`src/rtl/generator_seq_pkg.sv`:
```
// Shared types and fixed-point helpers for the time-multiplexed generator network.
// Helpers work on the widest supported word (MAX_W) so any WIDTH up to 64 can use them.
package generator_pkg;

  typedef enum logic [2:0] {
    IDLE   = 3'd0,
    L2_MAC = 3'd1,
    L2_WB  = 3'd2,
    L3_MAC = 3'd3,
    L3_WB  = 3'd4,
    DONE   = 3'd5
  } state_t;

  localparam int DEF_WIDTH = 32;
  localparam int DEF_FRAC  = 16;
  localparam int MAX_W     = 64;
  localparam int MAX_ACC   = 2 * MAX_W + 4;

  // Accumulator width: full product plus headroom for the bias and a few additions.
  function automatic int acc_width(input int width);
    return 2 * width + 4;
  endfunction

  localparam int ACC_W = 2 * DEF_WIDTH + 4;
  localparam logic [DEF_WIDTH-1:0] ONE = DEF_WIDTH'(1) << DEF_FRAC;

  // acc >>> frac, then either wrap to the low width bits or clamp to the signed width range.
  function automatic logic signed [MAX_W-1:0] requant(
    input logic signed [MAX_ACC-1:0] acc,
    input int                        frac,
    input int                        width,
    input bit                        sat
  );
    logic signed [MAX_ACC-1:0] sh;
    logic signed [MAX_ACC-1:0] hi;
    logic signed [MAX_ACC-1:0] lo;
    logic signed [MAX_ACC-1:0] res;
    sh  = acc >>> frac;
    hi  = $signed((MAX_ACC'(1) << (width - 1)) - MAX_ACC'(1));
    lo  = ~hi;
    res = (sh <<< (MAX_ACC - width)) >>> (MAX_ACC - width);
    if (sat && (sh > hi)) begin
      res = hi;
    end else if (sat && (sh < lo)) begin
      res = lo;
    end
    return MAX_W'(res);
  endfunction

  function automatic logic signed [MAX_W-1:0] relu(input logic signed [MAX_W-1:0] v);
    return (v < 0) ? '0 : v;
  endfunction

endpackage

```
`src/rtl/generator_seq_if.sv`:
```
// Start/done request bus between the latent-vector source (master) and generator_seq (slave).
interface generator_seq_if #(
  parameter int WIDTH   = 32,
  parameter int N_INPUT = 2,
  parameter int N_L2    = 3,
  parameter int N_L3    = 9
);
  // Handshake: start is taken on a rising edge only while busy is low (IDLE or DONE);
  // a_in is captured on that edge, weights/biases must then hold until done, which
  // pulses for one cycle and marks y valid until the next done.
  logic                         start;
  logic [N_INPUT*WIDTH-1:0]     a_in;
  logic [N_INPUT*N_L2*WIDTH-1:0] w_L2;
  logic [N_L2*WIDTH-1:0]        b_L2;
  logic [N_L2*N_L3*WIDTH-1:0]   w_L3;
  logic [N_L3*WIDTH-1:0]        b_L3;
  logic                         busy;
  logic                         done;
  logic [N_L3*WIDTH-1:0]        y;

  modport master (output start, a_in, w_L2, b_L2, w_L3, b_L3, input busy, done, y);
  modport slave  (input start, a_in, w_L2, b_L2, w_L3, b_L3, output busy, done, y);
endinterface

```
`src/rtl/generator_seq_mac_unit.sv`:
```
// Single signed MAC with bias preload and requantised output.
// GENERATOR_SEQ_SAT_EN selects saturating requantisation instead of two's-complement wrap.
module mac_unit
  import generator_pkg::*;
#(
  parameter int WIDTH = 32,
  parameter int FRAC  = 16
) (
  input  logic                    clk,
  input  logic                    rst_n,
  input  logic                    load_bias,
  input  logic                    acc_en,
  input  logic signed [WIDTH-1:0] bias,
  input  logic signed [WIDTH-1:0] op_a,
  input  logic signed [WIDTH-1:0] op_b,
  output logic signed [WIDTH-1:0] q
);
  localparam int AW = acc_width(WIDTH);

`ifdef GENERATOR_SEQ_SAT_EN
  localparam bit SAT_EN = 1'b1;
`else
  localparam bit SAT_EN = 1'b0;
`endif

  logic signed [AW-1:0]      acc_q;
  logic signed [AW-1:0]      acc_d;
  logic signed [2*WIDTH-1:0] prod;

  always_comb begin
    prod  = (2*WIDTH)'(op_a) * (2*WIDTH)'(op_b);
    acc_d = acc_q;
    if (load_bias) begin
      acc_d = AW'(bias) <<< FRAC;
    end else if (acc_en) begin
      acc_d = acc_q + AW'(prod);
    end
    q = WIDTH'(requant(MAX_ACC'(acc_q), FRAC, WIDTH, SAT_EN));
  end

  always_ff @(posedge clk or negedge rst_n) begin
    if (!rst_n) begin
      acc_q <= '0;
    end else begin
      acc_q <= acc_d;
    end
  end

endmodule

```
`src/rtl/generator_seq.sv`:
```
// Sequential 2-layer dense generator (ReLU hidden layer, linear output) on one shared MAC.
// Output requantisation mode is chosen by GENERATOR_SEQ_SAT_EN inside mac_unit.
module generator_seq
  import generator_pkg::*;
#(
  parameter int WIDTH   = 32,
  parameter int FRAC    = 16,
  parameter int N_INPUT = 2,
  parameter int N_L2    = 3,
  parameter int N_L3    = 9
) (
  input  logic              clk,
  input  logic              rst_n,
  generator_seq_if.slave    bus,
  output state_t            dbg_state
);
  localparam int N_MAX = (N_INPUT > N_L2) ? ((N_INPUT > N_L3) ? N_INPUT : N_L3)
                                          : ((N_L2 > N_L3) ? N_L2 : N_L3);
  localparam int CW = $clog2(N_MAX + 1);
  localparam logic [CW-1:0] T2_LAST = CW'(N_INPUT - 1);
  localparam logic [CW-1:0] N2_LAST = CW'(N_L2 - 1);
  localparam logic [CW-1:0] T3_LAST = CW'(N_L2 - 1);
  localparam logic [CW-1:0] N3_LAST = CW'(N_L3 - 1);

  state_t                   state_q, state_d;
  logic [CW-1:0]            term_q, term_d;
  logic [CW-1:0]            neur_q, neur_d;
  logic [N_INPUT*WIDTH-1:0] a_q, a_d;
  logic [N_L2*WIDTH-1:0]    h_q, h_d;
  logic [N_L3*WIDTH-1:0]    buf_q, buf_d;
  logic [N_L3*WIDTH-1:0]    y_q, y_d;

  logic                     load_bias, acc_en;
  logic signed [WIDTH-1:0]  bias, op_a, op_b, q;

  mac_unit #(.WIDTH(WIDTH), .FRAC(FRAC)) u_mac (
    .clk       (clk),
    .rst_n     (rst_n),
    .load_bias (load_bias),
    .acc_en    (acc_en),
    .bias      (bias),
    .op_a      (op_a),
    .op_b      (op_b),
    .q         (q)
  );

  always_ff @(posedge clk or negedge rst_n) begin
    if (!rst_n) begin
      state_q <= IDLE;
      term_q  <= '0;
      neur_q  <= '0;
      a_q     <= '0;
      h_q     <= '0;
      buf_q   <= '0;
      y_q     <= '0;
    end else begin
      state_q <= state_d;
      term_q  <= term_d;
      neur_q  <= neur_d;
      a_q     <= a_d;
      h_q     <= h_d;
      buf_q   <= buf_d;
      y_q     <= y_d;
    end
  end

  always_comb begin : ns_comb
    state_d = state_q;
    unique case (state_q)
      IDLE:    if (bus.start) state_d = L2_MAC;
      L2_MAC:  if (term_q == T2_LAST) state_d = L2_WB;
      L2_WB:   state_d = (neur_q == N2_LAST) ? L3_MAC : L2_MAC;
      L3_MAC:  if (term_q == T3_LAST) state_d = L3_WB;
      L3_WB:   state_d = (neur_q == N3_LAST) ? DONE : L3_MAC;
      DONE:    state_d = bus.start ? L2_MAC : IDLE;
      default: state_d = IDLE;
    endcase
  end

  // Counters, operand muxes and write-back. Each WB edge also preloads the next neuron's bias.
  always_comb begin : dp_comb
    term_d    = term_q;
    neur_d    = neur_q;
    a_d       = a_q;
    h_d       = h_q;
    buf_d     = buf_q;
    y_d       = y_q;
    load_bias = 1'b0;
    acc_en    = 1'b0;
    op_a      = '0;
    op_b      = '0;
    bias      = '0;
    unique case (state_q)
      IDLE, DONE: begin
        if (bus.start) begin
          a_d       = bus.a_in;
          term_d    = '0;
          neur_d    = '0;
          load_bias = 1'b1;
          bias      = bus.b_L2[0 +: WIDTH];
        end
      end
      L2_MAC: begin
        acc_en = 1'b1;
        op_a   = a_q[int'(term_q)*WIDTH +: WIDTH];
        op_b   = bus.w_L2[(N_INPUT*int'(neur_q) + int'(term_q))*WIDTH +: WIDTH];
        term_d = (term_q == T2_LAST) ? '0 : term_q + CW'(1);
      end
      L2_WB: begin
        h_d[int'(neur_q)*WIDTH +: WIDTH] = WIDTH'(relu(MAX_W'(q)));
        term_d    = '0;
        load_bias = 1'b1;
        if (neur_q == N2_LAST) begin
          neur_d = '0;
          bias   = bus.b_L3[0 +: WIDTH];
        end else begin
          neur_d = neur_q + CW'(1);
          bias   = bus.b_L2[(int'(neur_q) + 1)*WIDTH +: WIDTH];
        end
      end
      L3_MAC: begin
        acc_en = 1'b1;
        op_a   = h_q[int'(term_q)*WIDTH +: WIDTH];
        op_b   = bus.w_L3[(N_L2*int'(neur_q) + int'(term_q))*WIDTH +: WIDTH];
        term_d = (term_q == T3_LAST) ? '0 : term_q + CW'(1);
      end
      L3_WB: begin
        buf_d[int'(neur_q)*WIDTH +: WIDTH] = q;
        term_d = '0;
        if (neur_q == N3_LAST) begin
          // y only ever takes a complete buffer, so it is valid in the DONE cycle.
          neur_d = '0;
          y_d    = buf_d;
        end else begin
          neur_d    = neur_q + CW'(1);
          load_bias = 1'b1;
          bias      = bus.b_L3[(int'(neur_q) + 1)*WIDTH +: WIDTH];
        end
      end
      default: begin
        term_d = '0;
      end
    endcase
  end

  always_comb begin : out_comb
    bus.busy  = (state_q != IDLE) && (state_q != DONE);
    bus.done  = (state_q == DONE);
    bus.y     = y_q;
    dbg_state = state_q;
  end

endmodule

```
`src/flat_wrapper.sv`:
```
// flat-port wrapper written by rule: the top's interface ports become plain ports
module generator_seq_flat import generator_pkg::*;
#(
  parameter int WIDTH   = 32,
  parameter int FRAC    = 16,
  parameter int N_INPUT = 2,
  parameter int N_L2    = 3,
  parameter int N_L3    = 9
)
  (clk, rst_n, dbg_state, bus_start, bus_a_in, bus_w_L2, bus_b_L2, bus_w_L3, bus_b_L3, bus_busy, bus_done, bus_y);
  generator_seq_if #(.WIDTH(WIDTH), .N_INPUT(N_INPUT), .N_L2(N_L2), .N_L3(N_L3)) bus_i ();
  input  logic clk;
  input  logic rst_n;
  output state_t dbg_state;
  input wire logic [$bits(bus_i.start)-1:0] bus_start;
  input wire logic [$bits(bus_i.a_in)-1:0] bus_a_in;
  input wire logic [$bits(bus_i.w_L2)-1:0] bus_w_L2;
  input wire logic [$bits(bus_i.b_L2)-1:0] bus_b_L2;
  input wire logic [$bits(bus_i.w_L3)-1:0] bus_w_L3;
  input wire logic [$bits(bus_i.b_L3)-1:0] bus_b_L3;
  output wire logic [$bits(bus_i.busy)-1:0] bus_busy;
  output wire logic [$bits(bus_i.done)-1:0] bus_done;
  output wire logic [$bits(bus_i.y)-1:0] bus_y;
  assign bus_i.start = bus_start;
  assign bus_i.a_in = bus_a_in;
  assign bus_i.w_L2 = bus_w_L2;
  assign bus_i.b_L2 = bus_b_L2;
  assign bus_i.w_L3 = bus_w_L3;
  assign bus_i.b_L3 = bus_b_L3;
  assign bus_busy = bus_i.busy;
  assign bus_done = bus_i.done;
  assign bus_y = bus_i.y;
  generator_seq #(.WIDTH(WIDTH), .FRAC(FRAC), .N_INPUT(N_INPUT), .N_L2(N_L2), .N_L3(N_L3)) u_core (.clk(clk), .rst_n(rst_n), .bus(bus_i), .dbg_state(dbg_state));
endmodule
```
`config.mk`:
```
export PLATFORM = sky130hd
export DESIGN_NAME = generator_seq_flat
export DESIGN_NICKNAME = d
export VERILOG_FILES = /design/src/rtl/generator_seq_pkg.sv /design/src/rtl/generator_seq_if.sv /design/src/rtl/generator_seq_mac_unit.sv /design/src/rtl/generator_seq.sv /design/src/flat_wrapper.sv
export SDC_FILE = /design/constraint.sdc
export NUM_CORES = 2
export LEC_CHECK = 0
export ABC_AREA = 1
export ABC_CLOCK_PERIOD_IN_PS = 16100
export BUFFER_PORTS_ARGS = -buffer_cell sky130_fd_sc_hd__buf_2
export CAP_MARGIN = 25
export CORE_AREA = 2 2 701 703
export CTS_BUF_LIST = sky130_fd_sc_hd__clkbuf_16
export DETAILED_ROUTE_END_ITERATION = 7
export DIE_AREA = 0 0 703 705
export PLACE_DENSITY = 0.35
export SLEW_MARGIN = 20
export SYNTH_ARGS = -nofsm -noshare
export SYNTH_HDL_FRONTEND = slang
export SYNTH_SLANG_ARGS = --single-unit
export TNS_END_PERCENT = 100
```
`constraint.sdc`:
```
create_clock -name clk -period 16.1 [get_ports clk]
set_clock_uncertainty 0.2 [all_clocks]
set_input_delay 4.025 -clock clk [delete_from_list [all_inputs] [get_ports clk]]
set_output_delay 4.025 -clock clk [all_outputs]
set_load 0.005 [all_outputs]
```
==> results.md <==
- The post-cts hold buffer count is 0.
- Once detailed placement completed, the half-perimeter wirelength came to 462700 µm.
- The chip width is 703 µm.
- The total routing resource utilization after global routing is 0.2179.
- The number of global-route vias before repair is 80960.
- At the later pin of the worst-skew pair, clock insertion delay measures 0.77 ns.
- Measured against the total synthesized area, the mux share comes to 0.004375.
- The number of antenna violations at the first check in global routing is 286.
- The count of nets after finishing is 14780.
- Counting instances, the worst hold path has a depth of 2.
- The pin count of the biggest net entering global routing is 197.
- The total count of max-transition violations in the final report is 0.
- In this run the deepest clock path goes through 3 buffers.
- The critical path startpoint category is an input pin.
- At the worst endpoint, the required time is 16.46 ns.
- The compound-cell area share of the yosys netlist is 0.1459.
- During placement, the flow inserted port buffers numbering 1799.
- The tree is rooted in a sky130_fd_sc_hd__clkbuf_16.
- The routed layout has 80440 vias.
- The average instance in the mapped netlist occupies 7.352 µm².
- After synthesis, the share of flip-flops with an asynchronous set or reset is 1.000.
- Routability-driven placement finished with a final weighted congestion of 0.8794.
- The number of inserted filler cells in the final layout is 56030.
- The worst-path cell with the longest stage delay is sky130_fd_sc_hd__nand2_1.
- The simple-gate share of the synthesized area is 0.2298.
- For this block, the initial DRC count from the detailed router was 6066.
- The run finished with clean final reports.
- Buffers inserted during clock tree synthesis total 100.
- TritonCTS built the clock tree.
- The depth of the CTS H-tree is 3.
- The iteration count of the initial detailed-routing pass is 6.
- The classification of the worst setup path is in -> reg.
- Yosys attributes the largest share of cell area to sky130_fd_sc_hd__dfrtp_1 25%, sky130_fd_sc_hd__fa_1 23%, sky130_fd_sc_hd__nand2_1 13%.
- After detailed routing, the number of remaining DRC violations is 0.
- The synthesized flop and latch total is 792.
- For flop-to-flop paths, the worst setup slack is 2.71 ns.
- The total of cells resized after clock tree synthesis is 0.
- The die area is 495600 µm².
- The path class of the tightest hold or removal check is reg -> reg.
- The area of the mapped netlist is 78650 µm².
- Of the total synthesized cell area, the portion taken by full adders, half adders and majority gates is 0.2633.
- STA classifies the critical path endpoint as a register.
- Setup repair after global routing left no endpoint under its margin.
- The number of nets with antenna violations after routing is 0.
- The total core area is 488100 µm².
- In the final layout, the share of cells above drive strength 1 is 0.1952.
- After detailed routing, the total wire length is 556900 µm.
- The first-pass GRT wire length is 736500 µm.
- The largest single stage delay on the critical path is 0.85 ns.
- The count of final setup violators is 0.
- The number of setup buffers added after CTS is 0.
- The total negative slack is 0 ns.
- The initial cell density of the core is 0.1611.
- The area growth from synthesis to layout is 26.23%.
- In this run, synthesis inferred 0 flip-flops with an integrated enable.
- The net count after synthesis is 13320.
- The startpoint identified for the worst register-to-register timing path is u_core.neur_q[0].
- The number of core rows is 257.
- The dominant synthesized flop cell is sky130_fd_sc_hd__dfrtp_1.
- In the synthesized netlist, the number of instances is 10700.
- Using the TritonRoute via totals, the vias-per-cell ratio works out to 4.246.
- After clock tree synthesis, the clock-pin slew on the worst setup and hold paths is 0.05 ns.
- The worst pin sits at a relative slew slack of 0.1318.
- The share of the Yosys chip area taken by registers is 0.2520.
- Of the total synthesized cell area, the portion taken by XOR and XNOR cells is 0.005329.
- The count of cells along the worst register-to-register path is 38.
- At the pin with the least slew margin, the transition time is 1.289 ns.
- The number of warnings issued by yosys is 0.
- The endpoint of the most critical setup path is u_core.u_mac.acc_q[44].
- The overall overflow remaining after global route is 0.
- The minimum clock period is 13.73 ns.
- The maximum clock rate is 0.07282 GHz.
- The reg-to-reg critical path endpoint is u_core.u_mac.acc_q[44].
- Data arrives at the worst endpoint at 14.10 ns.
- Among all cell types in the netlist, the one instantiated most often is sky130_fd_sc_hd__nand2_1.
- The tree built by TritonCTS fans out to 792 sinks.
- The die height is 705 µm.
- The total count of hold-check failures in the final report is 0.
- The part of the cycle the worst path needs is 0.8529.
- The cell occurring most often along the worst timing path is sky130_fd_sc_hd__fa_1.
- Along the worst path, the maximum fanout reaches 15.
- Sorting the synthesized cells by how often they occur yields 2817 x sky130_fd_sc_hd__nand2_1, 1526 x sky130_fd_sc_hd__o21ai_0, 1361 x sky130_fd_sc_hd__nor2_1.
- The library cell with the largest summed area after synthesis is sky130_fd_sc_hd__dfrtp_1.
- The tool flagged a number of max-cap violations equal to 0.
- The worst setup path startpoint is bus_w_L3[161].
- The wire length per cell after detailed routing is 29.40 µm.
- The number of distinct library cell variants in the gate-level netlist after synthesis is 58.
- Of the post-synthesis cell area, the dominant cell type holds 0.2520.
- After synthesis, the largest family of logic cells by area is adder cells.
- The I/O pin count is 1800.
==> state kept, by name, indices dropped and copies added, names as in the netlist <==
| register | count |
|---|---|
| u_core.buf_q | 288 |
| u_core.bus.y | 288 |
| u_core.h_q | 93 |
| u_core.a_q | 64 |
| u_core.u_mac.acc_q | 48 |
| u_core.neur_q | 4 |
| u_core.term_q | 4 |
| u_core.dbg_state | 3 |
==> metrics by stage <==
step,instance area (µm²),setup slack [ns],hold WS [ns],cells,util
after floorplan,78650,3.891,0.2422,10700,-
after global placement,95350,0.7678,0.2565,18520,0.1953
after detailed placement,95490,1.504,0.2584,18530,0.1956
after CTS,98650,2.202,0.2722,18710,0.2021
after global routing,99150,1.745,0.2883,18890,0.2031
final,99290,2.368,0.2686,18940,0.2034
==> routing by layer <==
metal	routed length (µm)	GRT usage
met1	222200	0.2586
met2	283800	0.3930
met3	24200	0.02901
met4	26070	0.08841
met5	544	0
==> worst min-delay path by stage <==
stage                   startpoint             end  slack [ns]
finish              u_core.a_q[21]  u_core.a_q[21]        0.27
global route        u_core.a_q[30]  u_core.a_q[30]        0.29
CTS                 u_core.a_q[58]  u_core.a_q[58]        0.27
detailed placement  u_core.a_q[58]  u_core.a_q[58]        0.26
global placement    u_core.a_q[20]  u_core.a_q[20]        0.26
floorplan            u_core.a_q[0]   u_core.a_q[0]        0.24
==> placed cells by master (no fill, tap or decap), types with 49 or more instances in the layout <==
| cell | synthesis | routed |
|---|---|---|
| sky130_fd_sc_hd__o21ai_0 | 1526 | 1512 |
| sky130_fd_sc_hd__nor2_1 | 1361 | 1338 |
| sky130_fd_sc_hd__ha_1 | 204 | 202 |
| sky130_fd_sc_hd__buf_2 | 132 | 1799 |
| sky130_fd_sc_hd__fa_1 | 907 | 905 |
| sky130_fd_sc_hd__o221ai_1 | 80 | 80 |
| sky130_fd_sc_hd__dfrtp_1 | 792 | 787 |
| sky130_fd_sc_hd__nand4_1 | 49 | 49 |
| sky130_fd_sc_hd__o22ai_1 | 143 | 142 |
| sky130_fd_sc_hd__clkbuf_16 | 0 | 100 |
| sky130_fd_sc_hd__buf_4 | 11 | 245 |
| sky130_fd_sc_hd__diode_2 | 0 | 229 |
| sky130_fd_sc_hd__nand3_1 | 246 | 246 |
| sky130_fd_sc_hd__a21oi_1 | 164 | 163 |
| sky130_fd_sc_hd__inv_1 | 1285 | 1302 |
| sky130_fd_sc_hd__nand2_1 | 2817 | 2814 |
==> cells by family after synthesis <==
kind of cell | Yosys count
mux | 31
flops | 792
simple gates | 4602
compound gates | 2093
buf+inv | 2022
xor+xnor | 47
fa+ha+maj | 1111
==> critical path, delay by kind of cell <==
kind,cells,cell delay [ns]
compound gates,11,2.82
xor+xnor,1,0.14
fa+ha+maj,9,4.38
buf+inv,9,0.83
simple gates,7,1.85
==> cell type report <==
| class | count | area [µm²] | share of cell area |
|---|---|---|---|
| multi-input cells | 7884 | 51430 | 0.5180 |
| flip-flops and latches | 792 | 19840 | 0.1998 |
| repair buffers | 2064 | 11180 | 0.1126 |
| well taps | 6475 | 8102 | 0.08160 |
| inverters | 1322 | 5010 | 0.05046 |
| clock buffers | 100 | 2502 | 0.02520 |
| clock inverters | 76 | 656.9 | 0.006616 |
| diodes | 229 | 573.1 | 0.005772 |
Power is left out: the tool's default activity adds up to more than one toggle a clock period on the data nets, which glitch-free logic cannot reach.
